===== src/rtl/adder_pkg.sv =====
// Shared definitions for the multicycle adder: FSM state encoding and
// elaboration-time width helpers.
package adder_pkg;

  typedef enum logic [1:0] {
    IDLE = 2'd0,
    RUN  = 2'd1,
    DONE = 2'd2
  } state_t;

  function automatic int clog2(input int v);
    int r;
    int x;
    r = 0;
    x = v - 1;
    while (x > 0) begin
      r = r + 1;
      x = x >>> 1;
    end
    return r;
  endfunction

  // A one-slice adder still needs a one-bit counter register.
  function automatic int cnt_width(input int n);
    return (n > 1) ? clog2(n) : 1;
  endfunction

endpackage


===== src/rtl/adder_slice.sv =====
// Combinational SLICE-bit ripple-carry adder built from full-adder cells.
// Also exposes the carry into its top bit so the caller can derive overflow.
module adder_slice #(
  parameter int SLICE = 4
) (
  input  logic [SLICE-1:0] a,
  input  logic [SLICE-1:0] b,
  input  logic             ci,
  output logic [SLICE-1:0] s,
  output logic             co,
  output logic             c_msb
);

  // Each cell owns its own carry nets so the chain is not one self-referencing vector.
  for (genvar gi = 0; gi < SLICE; gi++) begin : g_fa
    logic c_in_w;
    logic c_out_w;

    if (gi == 0) begin : g_first
      assign c_in_w = ci;
    end else begin : g_chain
      assign c_in_w = g_fa[gi-1].c_out_w;
    end

    assign s[gi]   = a[gi] ^ b[gi] ^ c_in_w;
    assign c_out_w = (a[gi] & b[gi]) | (c_in_w & (a[gi] ^ b[gi]));
  end

  assign co    = g_fa[SLICE-1].c_out_w;
  assign c_msb = g_fa[SLICE-1].c_in_w;

endmodule


===== src/rtl/multicycle_adder.sv =====
// Sequential adder/subtractor: one SLICE-bit chunk per cycle through a registered
// carry, with valid/ready handshakes on both the operand and result sides.
module multicycle_adder
  import adder_pkg::*;
#(
  parameter int WIDTH = 16,
  parameter int SLICE = 4
) (
  input  logic             clk,
  input  logic             rst_n,
  input  logic             in_valid,
  output logic             in_ready,
  input  logic [WIDTH-1:0] a,
  input  logic [WIDTH-1:0] b,
  input  logic             cin,
  input  logic             sub,
  output logic             out_valid,
  input  logic             out_ready,
  output logic [WIDTH-1:0] sum,
  output logic             cout,
  output logic             ovf
);

  localparam int SAFE_SLICE = (SLICE < 1) ? 1 : SLICE;
  localparam int N          = WIDTH / SAFE_SLICE;
  localparam int CW         = cnt_width(N);
  localparam logic [WIDTH-1:0] SLICE_MASK = WIDTH'({SAFE_SLICE{1'b1}});

  if (SLICE < 1 || (WIDTH % SAFE_SLICE) != 0) begin : g_param_check
    $error("multicycle_adder: WIDTH must be a positive multiple of SLICE");
  end

  state_t           state_reg;
  logic [CW-1:0]    cnt_reg;
  logic [WIDTH-1:0] a_reg;
  logic [WIDTH-1:0] b_reg;
  logic [WIDTH-1:0] sum_reg;
  logic             carry_reg;
  logic             cout_reg;
  logic             ovf_reg;
  logic             out_valid_reg;
  logic             in_ready_reg;

  logic [31:0]          base;
  logic [SAFE_SLICE-1:0] a_sl;
  logic [SAFE_SLICE-1:0] b_sl;
  logic [SAFE_SLICE-1:0] s_sl;
  logic                  co_sl;
  logic                  cmsb_sl;
  logic [WIDTH-1:0]      sum_next;

  // Slice k lives at bit offset k*SLICE in operands and result alike.
  always_comb begin
    base     = 32'(cnt_reg) * 32'(SAFE_SLICE);
    a_sl     = SAFE_SLICE'(a_reg >> base);
    b_sl     = SAFE_SLICE'(b_reg >> base);
    sum_next = (sum_reg & ~(SLICE_MASK << base)) | (WIDTH'(s_sl) << base);
  end

  adder_slice #(
    .SLICE(SAFE_SLICE)
  ) u_slice (
    .a    (a_sl),
    .b    (b_sl),
    .ci   (carry_reg),
    .s    (s_sl),
    .co   (co_sl),
    .c_msb(cmsb_sl)
  );

  always_ff @(posedge clk or negedge rst_n) begin
    if (!rst_n) begin
      state_reg     <= IDLE;
      cnt_reg       <= '0;
      a_reg         <= '0;
      b_reg         <= '0;
      sum_reg       <= '0;
      carry_reg     <= 1'b0;
      cout_reg      <= 1'b0;
      ovf_reg       <= 1'b0;
      out_valid_reg <= 1'b0;
      in_ready_reg  <= 1'b0;
    end else begin
      case (state_reg)
        IDLE: begin
          in_ready_reg <= 1'b1;
          if (in_valid && in_ready_reg) begin
            // Subtraction runs as A + ~B + ~borrow.
            a_reg        <= a;
            b_reg        <= b ^ {WIDTH{sub}};
            carry_reg    <= cin ^ sub;
            sum_reg      <= '0;
            cout_reg     <= 1'b0;
            ovf_reg      <= 1'b0;
            cnt_reg      <= '0;
            in_ready_reg <= 1'b0;
            state_reg    <= RUN;
          end
        end
        RUN: begin
          sum_reg   <= sum_next;
          carry_reg <= co_sl;
          cnt_reg   <= cnt_reg + CW'(1);
          if (cnt_reg == CW'(N - 1)) begin
            cout_reg      <= co_sl;
            ovf_reg       <= cmsb_sl ^ co_sl;
            out_valid_reg <= 1'b1;
            state_reg     <= DONE;
          end
        end
        DONE: begin
          if (out_ready) begin
            out_valid_reg <= 1'b0;
            in_ready_reg  <= 1'b1;
            state_reg     <= IDLE;
          end
        end
        default: state_reg <= IDLE;
      endcase
    end
  end

  assign in_ready  = in_ready_reg;
  assign out_valid = out_valid_reg;
  assign sum       = sum_reg;
  assign cout      = cout_reg;
  assign ovf       = ovf_reg;

endmodule


===== config.mk =====
export PLATFORM = sky130hd
export DESIGN_NAME = multicycle_adder
export DESIGN_NICKNAME = d
export VERILOG_FILES = /design/src/rtl/adder_pkg.sv /design/src/rtl/adder_slice.sv /design/src/rtl/multicycle_adder.sv
export SDC_FILE = /design/constraint.sdc
export NUM_CORES = 1
export LEC_CHECK = 0
export BUFFER_PORTS_ARGS = -buffer_cell sky130_fd_sc_hd__buf_2
export CORE_UTILIZATION = 35
export CTS_BUF_LIST = sky130_fd_sc_hd__clkbuf_16
export DETAILED_ROUTE_END_ITERATION = 16
export GPL_TIMING_DRIVEN = 0
export PLACE_DENSITY = 0.6
export SYNTH_ARGS = -nofsm -noshare
export SYNTH_HDL_FRONTEND = slang
export SYNTH_SLANG_ARGS = --single-unit

===== constraint.sdc =====
create_clock -name clk -period 3.8 [get_ports clk]
set_input_delay 0.38 -clock clk [delete_from_list [all_inputs] [get_ports clk]]
set_output_delay 0.38 -clock clk [all_outputs]
set_load 0.05 [all_outputs]

**Word level (Yosys, flattened, before mapping)**

Index checks and enable logic that the tools add are counted.

- Bits in registers: 57

- Bitwise gates (word level): 26
- Shift-type cells: 4
- Reduce and logical (&&, ||, !) cells: 11
- Multiplexer cells: 21
- Equal/unequal tests: 6
- Add/sub/neg operators: 1

Operator list:

| kind | count |
|---|---|
| one-hot mux 16 bit (2 select lines) | 1 |
| >> shifter 16 x 4 -> 4 bit | 2 |
| bitwise AND 16 bit | 1 |
| two-way mux 16 bit | 1 |
| NOT 16 bit | 1 |
| OR 16 bit | 1 |
| left shift 4 x 4 -> 16 bit | 1 |
| left shift 4 x 4 -> 16 bit, first input constant | 1 |
| XOR 16 bit | 1 |
| one-hot mux 1 bit (2 select lines) | 5 |
| XOR 1 bit | 10 |
| AND reduction 3 bit | 3 |
| bitwise AND 1 bit | 8 |
| two-way mux 1 bit | 8 |
| two-way mux 2 bit | 4 |
| != test 2 bit, second input constant | 3 |
| one-hot mux 2 bit (3 select lines) | 1 |
| AND reduction 2 bit | 3 |
| nonzero test 2 bit | 3 |
| == test 2 bit, second input constant | 2 |
| OR 1 bit | 4 |
| one-hot mux 2 bit (2 select lines) | 1 |
| adder 2 x 1 -> 2 bit, second input constant | 1 |
| == test 2 x 1 -> 1 bit, second input constant | 1 |
| 2 further kinds | 2 |

**Depth between registers and ports, before layout**

Gate-level depths: netlist of run 1.

- Word-level depth: 13
- Depth in mapped cells: 11
- Gate-level depth less buffers: 10

**Cells and area by module**

From an unflattened synthesis of run 1, not the netlist that was laid out.

- Cells, all modules: 243
- Area total of the unflattened synthesis: 2737.6 sq um

By module, submodules not included:

| module | cells each | area each (sq um) | times used |
|---|---|---|---|
| multicycle_adder | 231 | 2627.5 | 1 |
| adder_slice | 12 | 110.1 | 1 |

**Least setup slack after synthesis of run 1**

Ideal clock, no wire load.

- Path type: register -> register
- From: register cnt_reg[0]
- To: register ovf_reg, in the netlist ovf
- Setup time: 0.128 ns
- Data required time: 3.672 ns
- Setup slack: 0.966 ns
- Period minus slack after synthesis: 2.834 ns
- Stages on the path, launching flop included: 12
- Data arrival time: 2.706 ns
- Path through: dfrtp_1 -> buf_4 -> mux4_2 -> inv_1 -> fa_1 -> fa_1 -> inv_1 -> fa_1 -> fa_1 -> xnor2_1 -> nor2_1 -> mux2_1

- Cells in the longest elaborated chain, start to end: 13

RTL lines:

| what | RTL line | RTL |
|---|---|---|
| start: declaration | multicycle_adder.sv:34 | `logic [CW-1:0] cnt_reg;` |
| start signal: assignment | multicycle_adder.sv:103 | `cnt_reg <= cnt_reg + CW'(1);` |
| >> shifter 16 x 4 -> 4 bit, on equally long branches | multicycle_adder.sv:55, multicycle_adder.sv:56 |  |
| XOR 1 bit | adder_slice.sv:26 | `assign c_out_w = (a[gi] & b[gi]) \| (c_in_w & (a[gi] ^ b[gi]));` |
| bitwise AND 1 bit | adder_slice.sv:26 |  |
| OR 1 bit | adder_slice.sv:26 |  |
| bitwise AND 1 bit | adder_slice.sv:26 |  |
| OR 1 bit | adder_slice.sv:26 |  |
| bitwise AND 1 bit | adder_slice.sv:26 |  |
| OR 1 bit | adder_slice.sv:26 |  |
| bitwise AND 1 bit | adder_slice.sv:26 |  |
| OR 1 bit | adder_slice.sv:26 |  |
| XOR 1 bit | multicycle_adder.sv:106 | `ovf_reg <= cmsb_sl ^ co_sl;` |
| two-way mux 1 bit | multicycle_adder.sv:104 | `if (cnt_reg == CW'(N - 1)) begin` |
| one-hot mux 1 bit (2 select lines) | multicycle_adder.sv:84 | `case (state_reg)` |
| end signal: assignment | multicycle_adder.sv:106 |  |
| end: declaration | multicycle_adder.sv:40 | `logic ovf_reg;` |

Several ways; a longest one is shown, not always the timed one. The select of a mux whose other input is x is not followed.
A chain may end at the register's enable or synchronous reset.

**Worst setup path after layout of run 1**

Same ends and word-level chain as after synthesis.

==> results.cfg, run 1 <==
[run_status]
outcome = complete, no violations

[final_layout]
final_cells = 419
layout-drive-gt1-share = 0.3031
syn_to_final_growth_pct = 27.52
nets = 361
antenna_cells = 0

[setup_path]
critPathMaxStageDelay_ns = 0.51
critical-path-top-delay-family = adder cells
cp-start-kind = flip-flop
crit_path_frequent_cell = fa_1
cp_cell_sequence = buf_4 -> mux4_2 -> inv_1 -> fa_1 -> fa_1 -> inv_1 -> fa_1 -> fa_1 -> xnor2_1 -> nor2_1 -> mux2_1
worst_setup_path_end_kind = flip-flop
critPathMaxFanout = 6
crit_buf_inv = 3
critical_path_class = reg -> reg
reg2reg_slack_ns = 0.76
crit_slowest_cell = mux4_2
required_ns = 4.00
cp_data_arrival_time_ns = 3.24

[power]
p_per_area_nw_per_um2 = 1040
peakVddDrop_v = 0.0003289
power.leakage_nw = 1.693

[route]
viasPerCell = 4.704
dr.pass1.iters = 4
drt_iter0_markers = 46
routed_wl_microns = 5869
ant_nets = 0
post_drt_wl_per_cell_microns = 14.01
drc_errors = 0
num_vias = 1971

[floorplan]
dieHeight_microns = 90.28
ios = 58
start_util = 0.3682
fp.dieArea_sq_um = 8150
core_area_sq_um = 7408
die_w_microns = 90.28
row_count = 31

[global_routing]
grt_usage = 0.1664
globalRouteOverflowTotal = 0
grt_max_degree = 58
grt_pass1_wl_microns = 10310
antenna_found_initial = 0
grt_pass1_vias = 2115

[clock_network]
clock_path_buffers = 2
post_cts_resized = 0
insertion_delay_ns = 0.32
tritoncts = done
path_clk_slew_ns = 0.05
cts_root_buffer = clkbuf_16
htreeDepth = 3
cts_hold_buf = 0
numCtsBuffers = 9
cts.sinks = 57
post-cts-setup-buffer-count = 0

[flow_run]
max_cap_violations = 0

[sta]
tns_ns = 0
fin_crit_ns = 3.041
whs_ns = 0.1174
slew_headroom = 0.5270
setup_ws_ns = 0.7586
period_share = 0.8004
setup_viol = 0
final_hold_viol_count = 0
worstMarginPinSlew_ns = 0.7095
rsz0062_at_grt = no
drv_slew = 0
fmax_mhz = 328.8
clock_skew_ns = 0.006090

[placement]
gp_congestion = 0.7526
numPortBuffers = 56
dp_hpwl_microns = 4193
place_ws_ns = 0.7122
dp.cells = 403

[hold_path]
hold_path.class = in -> async

[logic_synthesis]
netlist_instances = 248
yosysSeqAreaShare = 0.5229
ys_types = 31
ys_ff_latch = 57
synth_fp_nets = 294
syn_avg_cell_area_sq_um = 11.00
syn_area_sq_um = 2728
yosysWarnings = 0
layer usage:
metal  global-route usage  routed length (microns)  up-vias
met5                    0                        0        -
met4              0.07796                       91        0
met3              0.03704                      231        8
met2               0.2576                     2734       53
met1               0.2226                     2812      937
li1                     -                        -      973
stage by stage:
stage | total power [W] | instance area, sq um | util
after floorplan | 0.002267 | 2728 | -
after global placement | 0.002702 | 3132 | 0.4227
after detailed placement | 0.002732 | 3132 | 0.4227
after CTS | 0.003667 | 3476 | 0.4692
after global routing | 0.003887 | 3478 | 0.4695
final | 0.003617 | 3478 | 0.4695
cells in the mapped netlist:
master,count,area (sq um)
a211o_1,1,8.760
a21oi_1,3,15.01
a21oi_2,2,17.52
a21oi_4,1,16.27
a22o_1,8,70.07
a31oi_1,1,6.260
and2_1,1,6.260
and2b_1,1,7.510
and4bb_4,1,16.27
buf_2,8,40.04
buf_4,1,7.510
buf_6,4,45.04
clkbuf_1,2,7.510
dfrtp_1,57,1426
fa_1,4,80.08
ha_1,4,50.05
inv_1,10,37.54
mux2_1,2,22.52
mux4_2,8,180.2
nand2_1,67,251.5
nand2b_1,2,12.51
nand3_1,5,25.02
nand4bb_1,1,11.26
nor2_1,3,11.26
nor3_1,5,25.02
o21ai_0,2,10.01
o21ai_1,17,85.08
o2bb2ai_1,8,70.07
o31ai_1,1,7.510
xnor2_1,17,148.9
xor2_1,1,8.760
cells by family (layout without fill, tap and decap cells):
group	Yosys count	in the layout	synth area share
compound gates	44	44	0.1124
xor+xnor	18	18	0.05780
fa+ha+maj	8	8	0.04771
buf+inv	25	97	0.05046
flops	57	57	0.5229
mux	10	10	0.07431
simple gates	86	86	0.1344
placed cells by master, fill, tap and decap left out, drive strengths merged, types with 6 or more instances in the layout:
cell and n:
dfrtp 57, buf 69, o2bb2ai 8, mux4 8
a22o 8, a21oi 6, o21ai 19, inv 10
xnor2 17, clkbuf 11, nand2 67
area by class of cell:
cell class | instances | area [sq um]
Clock inverter | 7 | 118.9
Fill cell | 720 | 3930
Buffer | 15 | 100.1
Tap cell | 99 | 123.9
Timing Repair Buffer | 56 | 282.8
Inverter | 10 | 37.54
Sequential cell | 57 | 1426
Multi-Input combinational cell | 166 | 1164
Clock buffer | 9 | 225.2
path summary, 6_finish.rpt:
kind / startpoint / to / depth (start not counted)
min reg2reg: a_reg[10] / a_reg[10] / 2
max reg2reg: cnt_reg[0] / ovf / 11
min in group clk: a[1] / a_reg[1] / 3
max in group asynchronous: rst_n / b_reg[11] / 1
min: rst_n / out_valid / 1
max: cnt_reg[0] / ovf / 11
where the power goes:
part	switching, W	internal, W
Combinational	0.00102	0.000660
Sequential	0.000152	0.000870
Clock	0.000277	0.000639
Note: power is estimated with default switching activity, not from simulation.
==> run 2: changes to the inputs <==
Settings changed: PLACE_DENSITY 0.6 to 0.62.
Clock period 3.8 ns to 2.5 ns, I/O delays scaled along.
==> run 2 against run 1 <==
Compared with the run above: the flow now finishes with violations (negative hold slack, negative setup slack); largest power group unchanged; flip-flop and latch count unchanged; clock-buffer cell count is the same; largest cell class unchanged; highest routed layer unchanged; non-clock buffer count up 7; sequential power is 51% higher.
==> results.cfg, run 2 (synthesized netlist as in run 1, its figures left out) <==
[final_layout]
antenna_cells = 0
layout_common_cells = nand2_1 (67), buf_2 (62), dfrtp_1 (57)
final_cells = 426
layout-drive-gt1-share = 0.3425
fin_util = 0.4790
seqCellArea_sq_um = 1426
layout.cells.most_common = nand2_1
nets = 368
fill_cells = 707
multi_input_area_sq_um = 1185
syn_to_final_growth_pct = 30.09

[route]
post_drt_wl_per_cell_microns = 13.96
ant_nets = 0
routed_wl_microns = 5947
viasPerCell = 4.709
num_vias = 2006
dr.pass1.iters = 4
drt_iter0_markers = 71
drc_errors = 0

[sta]
drv_slew = 0
whs_ns = -0.01283
final_hold_viol_count = 49
tns_ns = -1.633
fin_crit_ns = 2.801
worstMarginPinSlew_ns = 0.7062
fmax_mhz = 357.0
slew_headroom = 0.5292
setup_ws_ns = -0.3008
clock_skew_ns = 0.005768
rsz0062_at_grt = yes
setup_viol = 7
period_share = 1.120

[power]
clock_power_share = 0.239
power.leakage_nw = 1.735
combinationalPowerShare = 0.492
swShare = 0.3921
seqPwrFrac = 0.269
power.internal_w = 0.003478
p_per_area_nw_per_um2 = 1613
p_total_w = 0.005722
peakVddDrop_v = 0.0004727
p_sw_w = 0.002244

[setup_path]
reg2reg_depth = 11
worst_setup_path_end_kind = flip-flop
reg2reg_from = cnt_reg[0]
cp-start-kind = flip-flop
reg2reg_slack_ns = -0.30
critical_path_class = reg -> reg
cp_data_arrival_time_ns = 3.01
critPathMaxFanout = 5
required_ns = 2.71
reg2reg_to = ovf

[clock_network]
tritoncts = done
insertion_delay_ns = 0.33
cts_root_buffer = clkbuf_16
clock_path_buffers = 2
numCtsBuffers = 9
htreeDepth = 3
cts.sinks = 57
path_clk_slew_ns = 0.05

[flow_run]
max_cap_violations = 0

[run_status]
violations = negative hold slack, negative setup slack
outcome = finished with violations

[global_routing]
grt_usage = 0.1671
use_met2 = 0.2583
use_met3 = 0.03872
antenna_found_initial = 0
globalRouteOverflowTotal = 0
grt_pass1_vias = 2101
grt_max_degree = 58
grt_pass1_wl_microns = 10470
grtUsageMet1 = 0.2232
globalRoute.busiestLayer = met2

[floorplan]
fp.dieArea_sq_um = 8150
row_count = 31
start_util = 0.3682
die_w_microns = 90.28
ios = 58
core_area_sq_um = 7408
dieHeight_microns = 90.28

[placement]
gp_congestion = 0.8014
dp.cells = 403
place_ws_ns = -0.4521
numPortBuffers = 56
dp_hpwl_microns = 4209

[hold_path]
hold_path.class = in -> async
## run 2: cell count changes in the layout (fill, tap and decap cells not counted), sizes merged
| cell | before | now |
|---|---|---|
| clkinv | 2 | 4 |
| buf | 69 | 76 |
| clkinvlp | 2 | 0 |
## run 2: worst max-delay path by stage
stage / startpoint / end / slack, ns / depth (start not counted)
after global routing: cnt_reg[0] / ovf / -0.41 / 11
after floorplan: cnt_reg[0] / ovf / -0.20 / 11
after detailed placement: cnt_reg[1] / sum[3] / -0.45 / 9
final: cnt_reg[0] / ovf / -0.30 / 11
after global placement: cnt_reg[1] / sum[3] / -0.42 / 9
after CTS: cnt_reg[0] / sum[3] / -0.33 / 9
## run 2: what timing repair did
item | in CTS | in global routing
pin swaps | 3 | 4
hold buffers | 0 | 0
setup endpoints to repair | 11 | 11
setup buffers | 5 | 2
endpoints found under the hold margin | 0 | 0
gates resized for setup | 1 | 6
## run 2: through the flow
| stage | area, sq um | hold WS, ns |
|---|---|---|
| after global routing | 3548 | 0.04340 |
| after floorplan | 2736 | -0.04559 |
| final | 3548 | -0.01283 |
| after CTS | 3515 | 0.1111 |
| after global placement | 3141 | 0.4433 |
| after detailed placement | 3141 | 0.4442 |
## run 2: layout make-up
type	count	area share
clock inverters	7	0.03068
multi-input cells	166	0.3339
clock buffers	9	0.06347
flip-flops and latches	57	0.4020
plain buffers	15	0.02997
well taps	99	0.03491
repair buffers	63	0.09450
inverters	10	0.01058
## run 2: worst max-delay path, stage by stage, from the launching register on
cell and delay (ns):
dfrtp_1 0.35, buf_6 0.13, mux4_2 0.50, inv_2 0.08, fa_2 0.19, fa_2 0.19
inv_2 0.04, fa_2 0.37, fa_2 0.37, xnor2_2 0.13, nor2_1 0.05, mux2_4 0.27
## run 2: metal layers
metal	vias to the layer above	wire [microns]
met5	-	0
met4	0	107
met1	967	2871
li1	982	-
met2	47	2757
met3	10	211
## run 2: power groups by stage
| stage | combinational (W) | sequential, W | clock [W] |
|---|---|---|---|
| CTS | 0.00273 | 0.00154 | 0.00139 |
| global placement | 0.00260 | 0.00155 | 0 |
| detailed placement | 0.00264 | 0.00156 | 0 |
| floorplan | 0.00163 | 0.00185 | 0 |
| finish | 0.00282 | 0.00154 | 0.00137 |
| global route | 0.00312 | 0.00159 | 0.00144 |
